$ cat config.mk
export PLATFORM = sky130hd
export DESIGN_NAME = prog_loader_flat
export DESIGN_NICKNAME = d
export VERILOG_FILES = /design/src/rtl/loader_pkg.sv /design/src/rtl/prog_loader_if.sv /design/src/rtl/prog_loader_word_assembler.sv /design/src/rtl/prog_loader.sv /design/src/flat_wrapper.sv
export SDC_FILE = /design/constraint.sdc
export NUM_CORES = 1
export LEC_CHECK = 0
export CORE_ASPECT_RATIO = 0.75
export CORE_MARGIN = 2
export CORE_UTILIZATION = 53
export CTS_BUF_LIST = sky130_fd_sc_hd__clkbuf_4
export DETAILED_ROUTE_END_ITERATION = 12
export GPL_TIMING_DRIVEN = 0
export PLACE_DENSITY = 0.86
export SLEW_MARGIN = 20
export SYNTH_ARGS = -nofsm -noshare
export SYNTH_HDL_FRONTEND = slang
export SYNTH_SLANG_ARGS = --single-unit
$ cat constraint.sdc
create_clock -name clk -period 3.4 [get_ports clk]
set_input_delay 0.51 -clock clk [delete_from_list [all_inputs] [get_ports clk]]
set_output_delay 0.51 -clock clk [all_outputs]
set_load 0.02 [all_outputs]
$ cat src/rtl/loader_pkg.sv
// Shared loader types and constant helpers.
// The CSUM state exists only when PROG_LOADER_CSUM_EN is defined.
package loader_pkg;

   typedef enum logic [1:0] {
      ST_LOAD = 2'd0,
`ifdef PROG_LOADER_CSUM_EN
      ST_CSUM = 2'd1,
`endif
      ST_RUN  = 2'd2,
      ST_ERR  = 2'd3
   } state_e;

   // All-ones word of nbytes bytes, zero-extended to 32 bits.
   function automatic logic [31:0] all_ones(input int unsigned nbytes);
      if (nbytes >= 4) return 32'hFFFF_FFFF;
      return (32'h1 << (8 * nbytes)) - 32'h1;
   endfunction

   // Run-mode command that restarts loading.
   function automatic logic [31:0] reload_word(input int unsigned nbytes);
      return all_ones(nbytes) - 32'h1;
   endfunction

endpackage

$ cat src/rtl/prog_loader_if.sv
// Byte input and memory/CPU-control outputs of the program loader.
// master = byte source / observer, slave = the loader.
interface prog_loader_if #(
   parameter int unsigned ADDR_W     = 12,
   parameter int unsigned WORD_BYTES = 2
);
   localparam int unsigned W = 8 * WORD_BYTES;

   logic [7:0]        rx_data;
   logic              rx_data_wr;
   logic              wr;
   logic [ADDR_W-1:0] addr;
   logic [W-1:0]      wr_data;
   logic              cpu_rst;
   logic [W-1:0]      run_data;
   logic              run_data_v;
   logic [ADDR_W-1:0] word_cnt;
   logic [1:0]        err;

   modport master (
      output rx_data, rx_data_wr,
      input  wr, addr, wr_data, cpu_rst, run_data, run_data_v, word_cnt, err
   );

   modport slave (
      input  rx_data, rx_data_wr,
      output wr, addr, wr_data, cpu_rst, run_data, run_data_v, word_cnt, err
   );
endinterface

$ cat src/rtl/prog_loader_word_assembler.sv
// Byte-to-word assembler: phase counter plus shift register, first byte lands in the MSB.
// complete_c/word_c are combinational and valid in the strobe cycle of the last byte.
module word_assembler #(
   parameter int unsigned WORD_BYTES = 2
) (
   input  logic                    clk,
   input  logic                    rst,
   input  logic                    clr_i,
   input  logic [7:0]              byte_i,
   input  logic                    byte_v_i,
   output logic                    complete_c,
   output logic [8*WORD_BYTES-1:0] word_c
);
   localparam int unsigned W    = 8 * WORD_BYTES;
   localparam int unsigned PH_W = (WORD_BYTES > 1) ? $clog2(WORD_BYTES) : 1;
   localparam logic [PH_W-1:0] LAST_PH = PH_W'(WORD_BYTES - 1);

   logic [PH_W-1:0] phase_q;

   assign complete_c = byte_v_i && (phase_q == LAST_PH);

   // Clear wins over a concurrent byte so a state change always restarts at phase 0.
   always_ff @(posedge clk or posedge rst) begin
      if (rst) begin
         phase_q <= '0;
      end else if (clr_i) begin
         phase_q <= '0;
      end else if (byte_v_i) begin
         phase_q <= (phase_q == LAST_PH) ? '0 : phase_q + PH_W'(1);
      end
   end

   if (WORD_BYTES > 1) begin : g_multi
      logic [W-9:0] shift_q;

      assign word_c = {shift_q, byte_i};

      always_ff @(posedge clk or posedge rst) begin
         if (rst) begin
            shift_q <= '0;
         end else if (byte_v_i) begin
            shift_q <= word_c[W-9:0];
         end
      end
   end else begin : g_single
      assign word_c = byte_i;
   end

endmodule

$ cat src/rtl/prog_loader.sv
// Program loader: assembles UART bytes into words, writes them to program memory, then
// releases CPU reset. PROG_LOADER_CSUM_EN adds a checksum word after the terminator.
module prog_loader
   import loader_pkg::*;
#(
   parameter int unsigned ADDR_W      = 12,
   parameter int unsigned WORD_BYTES  = 2,
   parameter int unsigned START_ADDR  = 'h300,
   parameter int unsigned END_ADDR    = 'h7FE,
   parameter logic [31:0] RELOAD_WORD = reload_word(WORD_BYTES)
) (
   input logic          clk,
   input logic          rst,
   prog_loader_if.slave bus
);
   localparam int unsigned W = 8 * WORD_BYTES;
   localparam logic [W-1:0]      ONES_W   = W'(all_ones(WORD_BYTES));
   localparam logic [W-1:0]      RELOAD_W = W'(RELOAD_WORD);
   localparam logic [ADDR_W-1:0] START_A  = ADDR_W'(START_ADDR);
   localparam logic [ADDR_W-1:0] END_A    = ADDR_W'(END_ADDR);
   localparam logic [ADDR_W-1:0] STEP_A   = ADDR_W'(WORD_BYTES);

   state_e            state_q, state_d;
   logic [ADDR_W-1:0] addr_q, addr_d;
   logic              wrap_q, wrap_d;
   logic              wr_q, wr_d;
   logic [ADDR_W-1:0] out_addr_q, out_addr_d;
   logic [W-1:0]      wr_data_q, wr_data_d;
   logic              cpu_rst_q, cpu_rst_d;
   logic [W-1:0]      run_data_q, run_data_d;
   logic              run_data_v_q, run_data_v_d;
   logic [ADDR_W-1:0] word_cnt_q, word_cnt_d;
   logic [1:0]        err_q, err_d;
`ifdef PROG_LOADER_CSUM_EN
   logic [W-1:0]      csum_q, csum_d;
`endif

   logic              complete_c;
   logic [W-1:0]      word_c;
   logic              clr_c;
   logic              reload_c;
   logic [ADDR_W:0]   addr_sum_c;

   word_assembler #(
      .WORD_BYTES (WORD_BYTES)
   ) u_asm (
      .clk        (clk),
      .rst        (rst),
      .clr_i      (clr_c),
      .byte_i     (bus.rx_data),
      .byte_v_i   (bus.rx_data_wr),
      .complete_c (complete_c),
      .word_c     (word_c)
   );

   // Carry out of the address add marks an overflow before the wrapped value is ever used.
   assign addr_sum_c = {1'b0, addr_q} + {1'b0, STEP_A};
   assign reload_c   = complete_c && (word_c == RELOAD_W) &&
                       ((state_q == ST_RUN) || (state_q == ST_ERR));
   assign clr_c      = (state_d != state_q);

   // Next-state and registered-output logic.
   always_comb begin
      state_d      = state_q;
      addr_d       = addr_q;
      wrap_d       = wrap_q;
      wr_d         = 1'b0;
      out_addr_d   = out_addr_q;
      wr_data_d    = wr_data_q;
      run_data_d   = run_data_q;
      run_data_v_d = 1'b0;
      word_cnt_d   = word_cnt_q;
      err_d        = err_q;
`ifdef PROG_LOADER_CSUM_EN
      csum_d       = csum_q;
`endif

      if (complete_c) begin
         case (state_q)
            ST_LOAD: begin
               if (word_c == ONES_W) begin
`ifdef PROG_LOADER_CSUM_EN
                  state_d = ST_CSUM;
`else
                  state_d = ST_RUN;
`endif
               end else if (wrap_q || (addr_q > END_A)) begin
                  err_d[0] = 1'b1;
               end else begin
                  wr_d       = 1'b1;
                  out_addr_d = addr_q;
                  wr_data_d  = word_c;
                  addr_d     = addr_sum_c[ADDR_W-1:0];
                  wrap_d     = addr_sum_c[ADDR_W];
                  word_cnt_d = word_cnt_q + ADDR_W'(1);
`ifdef PROG_LOADER_CSUM_EN
                  csum_d     = csum_q + word_c;
`endif
               end
            end
`ifdef PROG_LOADER_CSUM_EN
            ST_CSUM: begin
               if (word_c == csum_q) begin
                  state_d = ST_RUN;
               end else begin
                  state_d  = ST_ERR;
                  err_d[1] = 1'b1;
               end
            end
`endif
            ST_RUN: begin
               if (!reload_c) begin
                  run_data_d   = word_c;
                  run_data_v_d = 1'b1;
               end
            end
            default: ;
         endcase
      end

      // Reload from RUN or ERR restarts a fresh load.
      if (reload_c) begin
         state_d    = ST_LOAD;
         addr_d     = START_A;
         wrap_d     = 1'b0;
         word_cnt_d = '0;
         err_d      = '0;
`ifdef PROG_LOADER_CSUM_EN
         csum_d     = '0;
`endif
      end

      cpu_rst_d = (state_d != ST_RUN);
   end

   always_ff @(posedge clk or posedge rst) begin
      if (rst) begin
         state_q      <= ST_LOAD;
         addr_q       <= START_A;
         wrap_q       <= 1'b0;
         wr_q         <= 1'b0;
         out_addr_q   <= '0;
         wr_data_q    <= '0;
         cpu_rst_q    <= 1'b1;
         run_data_q   <= '0;
         run_data_v_q <= 1'b0;
         word_cnt_q   <= '0;
         err_q        <= '0;
      end else begin
         state_q      <= state_d;
         addr_q       <= addr_d;
         wrap_q       <= wrap_d;
         wr_q         <= wr_d;
         out_addr_q   <= out_addr_d;
         wr_data_q    <= wr_data_d;
         cpu_rst_q    <= cpu_rst_d;
         run_data_q   <= run_data_d;
         run_data_v_q <= run_data_v_d;
         word_cnt_q   <= word_cnt_d;
         err_q        <= err_d;
      end
   end

`ifdef PROG_LOADER_CSUM_EN
   always_ff @(posedge clk or posedge rst) begin
      if (rst) begin
         csum_q <= '0;
      end else begin
         csum_q <= csum_d;
      end
   end
`endif

   assign bus.wr         = wr_q;
   assign bus.addr       = out_addr_q;
   assign bus.wr_data    = wr_data_q;
   assign bus.cpu_rst    = cpu_rst_q;
   assign bus.run_data   = run_data_q;
   assign bus.run_data_v = run_data_v_q;
   assign bus.word_cnt   = word_cnt_q;
   assign bus.err        = err_q;

endmodule

$ cat src/flat_wrapper.sv
// flat-port wrapper written by rule: the top's interface ports become plain ports
module prog_loader_flat import loader_pkg::*;
#(
   parameter int unsigned ADDR_W      = 12,
   parameter int unsigned WORD_BYTES  = 2,
   parameter int unsigned START_ADDR  = 'h300,
   parameter int unsigned END_ADDR    = 'h7FE,
   parameter logic [31:0] RELOAD_WORD = reload_word(WORD_BYTES)
)
  (clk, rst, bus_rx_data, bus_rx_data_wr, bus_wr, bus_addr, bus_wr_data, bus_cpu_rst, bus_run_data, bus_run_data_v, bus_word_cnt, bus_err);
  prog_loader_if #(.ADDR_W(ADDR_W), .WORD_BYTES(WORD_BYTES)) bus_i ();
  input logic clk;
  input logic rst;
  input wire logic [$bits(bus_i.rx_data)-1:0] bus_rx_data;
  input wire logic [$bits(bus_i.rx_data_wr)-1:0] bus_rx_data_wr;
  output wire logic [$bits(bus_i.wr)-1:0] bus_wr;
  output wire logic [$bits(bus_i.addr)-1:0] bus_addr;
  output wire logic [$bits(bus_i.wr_data)-1:0] bus_wr_data;
  output wire logic [$bits(bus_i.cpu_rst)-1:0] bus_cpu_rst;
  output wire logic [$bits(bus_i.run_data)-1:0] bus_run_data;
  output wire logic [$bits(bus_i.run_data_v)-1:0] bus_run_data_v;
  output wire logic [$bits(bus_i.word_cnt)-1:0] bus_word_cnt;
  output wire logic [$bits(bus_i.err)-1:0] bus_err;
  assign bus_i.rx_data = bus_rx_data;
  assign bus_i.rx_data_wr = bus_rx_data_wr;
  assign bus_wr = bus_i.wr;
  assign bus_addr = bus_i.addr;
  assign bus_wr_data = bus_i.wr_data;
  assign bus_cpu_rst = bus_i.cpu_rst;
  assign bus_run_data = bus_i.run_data;
  assign bus_run_data_v = bus_i.run_data_v;
  assign bus_word_cnt = bus_i.word_cnt;
  assign bus_err = bus_i.err;
  prog_loader #(.ADDR_W(ADDR_W), .WORD_BYTES(WORD_BYTES), .START_ADDR(START_ADDR), .END_ADDR(END_ADDR), .RELOAD_WORD(RELOAD_WORD)) u_core (.clk(clk), .rst(rst), .bus(bus_i));
endmodule
### Yosys cells after proc, flatten, opt, wreduce, memory -nomap -nowiden

Cells that the tools add are included.

| storage, ports and cells | value |
|---|---|
| output and inout bits | 61 |
| bits of input ports | 11 |
| register bits after elaboration | 84 |

| cells by class | value |
|---|---|
| reduce and logical (&&, ||, !) cells | 14 |
| order comparisons | 1 |
| mux-type cells | 34 |
| equal/unequal tests | 8 |
| bitwise gates (word level) | 3 |
| add/sub/neg operators | 3 |

Operators with widths:

| operator | number |
|---|---|
| 12-bit 2-to-1 mux | 10 |
| 16-bit == test (second input constant) | 2 |
| 1-bit 2-to-1 mux | 20 |
| 12-bit by 2-bit adder with 13-bit output (second input constant) | 1 |
| 12-bit by 1-bit adder with 12-bit output (second input constant) | 1 |
| 12-bit by 11-bit > comparator with 1-bit output (second input constant) | 1 |
| 4-bit AND reduction | 3 |
| 2-bit 2-to-1 mux | 4 |
| 2-bit nonzero test | 4 |
| 2-bit == test (second input constant) | 2 |
| 2-bit by 1-bit inequality test with 1-bit output (second input constant) | 2 |
| 1-bit logical AND | 3 |
| 1-bit inverter | 3 |
| 3-bit AND reduction | 1 |
| 2-bit zero test | 1 |
| 1-bit logical OR | 2 |
| 2-bit inequality test | 1 |
| 2-bit inequality test (second input constant) | 1 |
| 1-bit adder (second input constant) | 1 |

### Logic depth before layout (Yosys ltp)

Gate-level depths: netlist of run 1.

| depth | value |
|---|---|
| depth in word-level cells | 7 |
| gate-level depth with buffers | 7 |
| gate-level depth less buffers | 6 |

### Hierarchy

From an unflattened synthesis of run 1, not the netlist that was laid out.

| second synthesis, totals | value |
|---|---|
| cell total of the unflattened synthesis | 292 |
| area, all modules | 3662.3 µm² |

Modules (own cells, without submodules):

| module | area each (µm²) | times used | seq. area each (µm²) | cells each |
|---|---|---|---|---|
| prog_loader | 3221.8 | 1 | 1830.5 | 262 |
| word_assembler | 440.4 | 1 | 225.2 | 30 |

### Worst setup path after synthesis of run 1

OpenSTA, ideal clock, no wires.

| path | value |
|---|---|
| kind | input to register |
| start point | input bus_rx_data[2] |
| end point | register u_core.addr_q[3] |
| data required time | 3.279 ns |
| stages | 6 |
| path buffers | 1 |
| arrival | 2.116 ns |
| slack | 1.163 ns |
| cell sequence | nand4_1 -> or4_4 -> or3_1 -> buf_2 -> a211o_1 -> a22o_1 |

| on the way | value |
|---|---|
| cells in the longest elaborated chain, start to end | 5 |

Ends and longest elaborated chain:

| what | RTL line | source |
|---|---|---|
| from (decl) | flat_wrapper.sv:14 | `input wire logic [$bits(bus_i.rx_data)-1:0] bus_rx_data;` |
| 16-bit == test | prog_loader.sv:58 | `assign reload_c = complete_c && (word_c == RELOAD_W) &&` |
| 1-bit logical AND (2 in series) | prog_loader.sv:58 |  |
| 2-bit by 1-bit inequality test with 1-bit output (no source line) or 2-bit nonzero test (tied branches) | - |  |
| 4-bit AND reduction (no source line) | - |  |
| to (signal assigned) | prog_loader.sv:151 | `addr_q <= addr_d;` |
| to (decl) | prog_loader.sv:24 | `logic [ADDR_W-1:0] addr_q, addr_d;` |

Parallel ways exist; a longest one is shown, timed or not.
A chain may end at the register's enable or synchronous reset.

### Final worst setup path of run 1

| path | value |
|---|---|
| start point | input bus_rx_data[3] |
| end point | register u_core.word_cnt_q[3] (netlist: u_core.bus.word_cnt[3]) |

| on the way | value |
|---|---|
| cells in the longest elaborated chain, start to end | 5 |

Ends and longest elaborated chain:

| what | RTL line | source |
|---|---|---|
| 16-bit == test | prog_loader.sv:58 |  |
| 1-bit logical AND (2 in series) | prog_loader.sv:58 |  |
| 2-bit by 1-bit inequality test with 1-bit output (no source line) or 2-bit nonzero test (tied branches) | - |  |
| 4-bit AND reduction (no source line) | - |  |
| to (signal assigned) | prog_loader.sv:159 | `word_cnt_q <= word_cnt_d;` |
| to (decl) | prog_loader.sv:32 | `logic [ADDR_W-1:0] word_cnt_q, word_cnt_d;` |

Parallel ways exist; a longest one is shown, timed or not.

==> results of run 1 <==
## synthesized netlist by cell type, drive strengths merged
library cell / number
nor2b: 2
and2: 2
a211o: 2
o211ai: 1
dfrtp: 79
buf: 10
o21a: 1
or4: 3
or2b: 1
a31oi: 1
a21oi: 2
inv: 4
nand3: 6
and4: 2
or2: 4
conb: 1
clkbuf: 3
o22a: 1
a22o: 2
dfstp: 3
nor3: 9
xor2: 1
xnor2: 13
nor4b: 2
and4b: 1
a211oi: 1
ha: 2
nor2: 26
nand4: 11
nor4: 6
o21ai: 2
or4b: 1
or3: 2
and3: 2
mux2i: 6
nand2: 14
mux2: 49
## power by group
group	internal [W]	switching [W]	leakage, nW	total (W)
Sequential	0.00118	0.000180	1.05	0.00136
Clock	0.000230	0.000360	0.0769	0.000591
Combinational	0.000517	0.000490	0.856	0.00101
## kinds of logic after synthesis
family / count (synthesis) / share of synthesized area
buf+inv: 17 / 0.0231
other cells: 1 / 0.00106
simple gates: 94 / 0.149
mux: 55 / 0.174
flops: 82 / 0.584
compound gates: 13 / 0.0274
xor+xnor: 14 / 0.0348
fa+ha+maj: 2 / 0.00710
## registers in the layout, summed over array words and instances (netlist names), 2 cells and up
name	flops
u_core.bus.wr_data	16
u_core.bus.addr	11
u_core.u_asm.g_multi.shift_q	8
u_core.addr_q	11
u_core.state_q	2
u_core.bus.run_data	16
u_core.bus.word_cnt	12
## through the flow
step	cells	instance area [sq um]	hold WS [ps]	utilization	power, W
global route	445	4490	371	0.707	0.00311
finish	445	4490	352	0.707	0.00296
floorplan	279	3530	461	-	0.00193
CTS	445	4480	338	0.706	0.00298
detailed placement	429	4340	483	0.683	0.00239
global placement	428	4310	463	0.678	0.00235
## worst paths after layout
check	cells after the start	endpoint	slack (ps)	start
worst min-delay path	3	u_core.bus.run_data[0]	350	bus_rx_data[0]
min in group asynchronous	2	u_core.bus.word_cnt[9]	400	rst
worst max-delay path	7	u_core.bus.word_cnt[3]	700	bus_rx_data[3]
max in group asynchronous	3	u_core.addr_q[9]	2360	rst
worst max register to register	6	u_core.bus.word_cnt[3]	880	u_core.u_asm.g_multi.shift_q[7]
worst min register to register	2	u_core.bus.run_data[0]	500	u_core.bus.run_data[0]
## layout make-up
type	count	area, sq um
Sequential cell	82	2060
Fill cell	457	1860
Multi-Input combinational cell	180	1400
Timing Repair Buffer	69	708
Tap cell	81	101
Clock inverter	7	77.6
Clock buffer	9	67.6
Buffer	13	66.3
Inverter	4	17.5
## critical path: stages
cell,delay (ps)
clkdlybuf4s50_1,560
nand4_2,190
or4_4,600
nor3_1,330
clkbuf_1,440
buf_2,330
nor2_1,80
## per-layer routing
metal | routed length (um) | track usage | vias up
met1 | 3570 | 0.304 | 1269
met5 | 0 | 0 | -
met3 | 288 | 0.0545 | 14
li1 | - | - | 1157
met4 | 131 | 0.0883 | 0
met2 | 3560 | 0.345 | 66
## cell usage in the layout (no fill, tap or decap), types with 3 or more instances in the layout
cell type / n
buf_2: 8
clkbuf_1: 3
clkbuf_4: 9
clkdlybuf4s50_1: 68
dfrtp_1: 79
dfstp_2: 3
inv_1: 3
mux2_2: 48
mux2i_1: 6
nand2_1: 14
nand3_1: 6
nand4_1: 9
nor2_1: 26
nor3_1: 8
nor4_1: 5
or2_2: 3
xnor2_1: 13
==> run_results.csv, run 1 <==
group,metric,value,unit
route,vias,2506,
die,rows,25,
sta,setup_violations,0,
clock_network,cts-root-buf,"clkbuf_4",
global_route,grt_pass1_vias,2444,
sta,min_period,2700,ps
synth,ys_ff_latch,82,
synth,yosys.area.top_type,"dfrtp_1",
sta,fmax,0.370,GHz
global_route,grt_max_degree,55,
synth,syn-cell-area,3520,sq um
pwr,powerDensity,659,nW/um^2
synth,yosysUniqueCellTypes,44,
sta,hold_viol,0,
route,drt_iter0_drc,133,
sta,finalCritPeriodShare,0.795,
die,die_w,98.1,um
synth,synthTopCellsByArea,"dfrtp_1 56%, mux2_2 15%, xnor2_1 3.2%",
setup_path,crit_type,"input port to flop",
layout,fin_nets,372,
global_route,track_usage,0.221,
clock_network,cts-buffers-inserted,9,
sta,finClkSkew,14.7,ps
pwr,vdd_ir_drop_max,420,uV
layout,insertedDiodeCount,0,
global_route,antenna_found_initial,0,
synth,synthCells,278,
clock_network,clk_pin_slew_worst_paths,130,ps
synth,syn_avg_cell_area,12.7,sq um
sta,worstMarginPinSlew,1020,ps
route,avgViaCountPerCell,5.63,
die,die_area,7320,sq um
route,antenna_left,0,
clock_network,clock_sinks,82,
setup_path,critical_path.startpoint_type,"input port",
route,drc,0,
place,post-place-ws,250,ps
layout,synthToLayoutAreaGrowth,27.5,%
min_path,hold_path_class,"input port to flop",
synth,synth-warning-count,0,
sta,worst_slack,696,ps
sta,finalSetupTns,0,ps
die,ioPinCount,72,
synth,synth_top_area_frac,0.561,
setup_path,end_kind,"flop",
sta,slew_violations,0,
clock_network,htree_levels,3,
die,die_h,74.6,um
outcome,status,"completed",
clock_network,cts_resized,0,
clock_network,cts_setup_buffers,0,
synth,yosysSeqAreaShare,0.584,
pwr,p_leak,1.98,nW
clock_network,clock_latency,450,ps
place,portBuffers,68,
clock_network,cts_hold_buf,0,
sta,rsz0062_at_grt,"no",
global_route,overflow,0,
route,finalWirelength,7540,um
place,gp_congestion,0.840,
clock_network,ctsLongestPathBuffers,2,
sta,slew_headroom,0.311,
route,routedWlPerCell,17.0,um
die,initial_core_util,0.555,
route,first_pass_iters,4,
setup_path,worstPathMaxFanout,10,
job,cap_viol_max_count,0,
setup_path,crit_arrival,3050,ps
layout,final_layout_size_suffix_gt1_frac,0.253,
die,coreArea,6350,sq um
clock_network,cts_tree,"done",
global_route,grt_pass1_wl,12300,um
place,post-dp-hpwl,5410,um
setup_path,cp.required,3740,ps
No activity file was read; power rests on OpenSTA's default activity.
==> inputs of run 2 (changes only) <==
- CORE_UTILIZATION: 53 -> 48
- PLACE_DENSITY: 0.86 -> 0.82
- clock period: 3.4 -> 2.4 ns (I/O delays scaled with it)
==> run_results.csv, run 2 (same netlist as run 1, synthesis figures left out) <==
group,metric,value,unit
outcome,status,"completed",
setup_path,cp.required,2700,ps
setup_path,crit_buf_inv,2,
clock_network,cts_tree,"done",
setup_path,end_kind,"flop",
layout,final_common_cell,"dfrtp_1",
die,die_area,8050,sq um
sta,rsz0062_at_grt,"yes",
route,routedWlPerCell,15.7,um
route,first_pass_iters,4,
sta,fmax,0.425,GHz
setup_path,critical_path.startpoint_type,"input port",
min_path,hold_path_class,"input port to flop",
setup_path,crit_type,"input port to flop",
die,initial_core_util,0.487,
die,ioPinCount,72,
global_route,antenna_found_initial,0,
route,vias,2432,
setup_path,cpLargestDelayFamily,"simple AND/OR/NAND/NOR gates",
min_path,holdCritStartpoint,"bus_rx_data[0]",
clock_network,clock_sinks,82,
global_route,overflow,0,
sta,finClkSkew,23.5,ps
clock_network,cts-root-buf,"clkbuf_4",
sta,min_period,2350,ps
sta,finalCritPeriodShare,0.981,
sta,worstMarginPinSlew,780,ps
layout,mostFrequentLayoutCells,"78 x dfrtp_1, 65 x clkdlybuf4s50_1, 48 x mux2_2",
pwr,powerDensity,922,nW/um^2
global_route,track_usage,0.204,
pwr,vdd_ir_drop_max,501,uV
clock_network,ctsLongestPathBuffers,2,
global_route,grt_max_degree,36,
route,avgViaCountPerCell,5.20,
layout,fillCellCount,591,
route,drc,0,
die,die_h,78.2,um
setup_path,slowest_delay,530,ps
setup_path,critPathSlowestCell,"clkdlybuf4s50_1",
route,drt_iter0_drc,126,
layout,final_util,0.637,
pwr,total_power,0.00425,W
layout,insertedDiodeCount,0,
clock_network,htree_levels,3,
place,postPlaceCellArea,4380,sq um
sta,finalSetupTns,0,ps
layout,final_layout_size_suffix_gt1_frac,0.262,
sta,slew_violations,0,
layout,synthToLayoutAreaGrowth,30.8,%
sta,slew_headroom,0.476,
route,antenna_left,0,
setup_path,r2r-start,"u_core.u_asm.g_multi.shift_q[7]",
clock_network,clock_latency,420,ps
place,gp_congestion,0.829,
layout,final_cell_area,4610,sq um
global_route,grt_pass1_wl,12600,um
job,cap_viol_max_count,0,
die,coreArea,7230,sq um
setup_path,crit_arrival,2660,ps
clock_network,clk_pin_slew_worst_paths,120,ps
clock_network,cts-buffers-inserted,9,
place,post-dp-hpwl,5430,um
sta,setup_violations,0,
route,finalWirelength,7360,um
setup_path,crit_start,"bus_rx_data[1]",
sta,hold_viol,0,
global_route,grt_pass1_vias,2502,
setup_path,path_cells,"clkdlybuf4s50_1, nand4_1, or4_4, or3_1, buf_2, a211o_1, a22o_1",
setup_path,worstPathMaxFanout,8,
pwr,p_leak,2.05,nW
layout,fin_nets,375,
die,die_w,103,um
place,portBuffers,68,
die,rows,27,
-- run 2: metrics by stage --
stage | setup WS (ps) | hold WS, ps | cells
after floorplan | 296 | 461 | 279
after global placement | -498 | 463 | 448
after detailed placement | -595 | 466 | 450
after CTS | 16.9 | 231 | 466
after global routing | -30.6 | 243 | 468
final | 45.8 | 265 | 468
-- run 2: cell type report --
| class | count | area, sq um | area share |
|---|---|---|---|
| clock inverters | 6 | 81.3 | 0.0177 |
| flip-flops and latches | 82 | 2060 | 0.447 |
| multi-input cells | 180 | 1430 | 0.310 |
| repair buffers | 72 | 751 | 0.163 |
| well taps | 101 | 126 | 0.0274 |
| inverters | 4 | 18.8 | 0.00407 |
| clock buffers | 10 | 75.1 | 0.0163 |
| plain buffers | 13 | 70.1 | 0.0152 |
-- run 2: where the power goes --
group / internal [W] / switching, W / total, W
combinational: 0.000738 / 0.000698 / 0.00144
clock: 0.000430 / 0.000453 / 0.000883
sequential: 0.00168 / 0.000250 / 0.00193
-- run 2: path summary, 6_finish.rpt --
path                                          end  slack (ps)  cells after the start
max                              u_core.addr_q[3]          50                      7
max in group asynchronous      u_core.bus.cpu_rst        1400                      3
min reg2reg                u_core.bus.run_data[0]         490                      2
min in group asynchronous  u_core.bus.wr_data[12]         360                      2
max reg2reg                      u_core.addr_q[3]          70                      6
min                        u_core.bus.run_data[0]         260                      3
-- run 2: what timing repair did --
| action | 4_1_cts | 5_1_grt |
|---|---|---|
| hold buffers | 0 | 0 |
| endpoints found under the setup margin | 48 | 19 |
| resized for setup | 5 | 6 |
| pin swaps | 0 | 2 |
| setup buffers | 0 | 2 |
-- run 2: worst min-delay path: stages --
cell	delay (ps)
buf_2	160
nand2_1	80
nand2_1	40
-- run 2: layer usage --
| layer | vias to the layer above | track usage | share of wire |
|---|---|---|---|
| met5 | - | 0 | 0 |
| met4 | 0 | 0.0750 | 0.013 |
| met3 | 8 | 0.0534 | 0.036 |
| met2 | 60 | 0.307 | 0.48 |
| met1 | 1205 | 0.285 | 0.47 |
| li1 | 1159 | - | - |
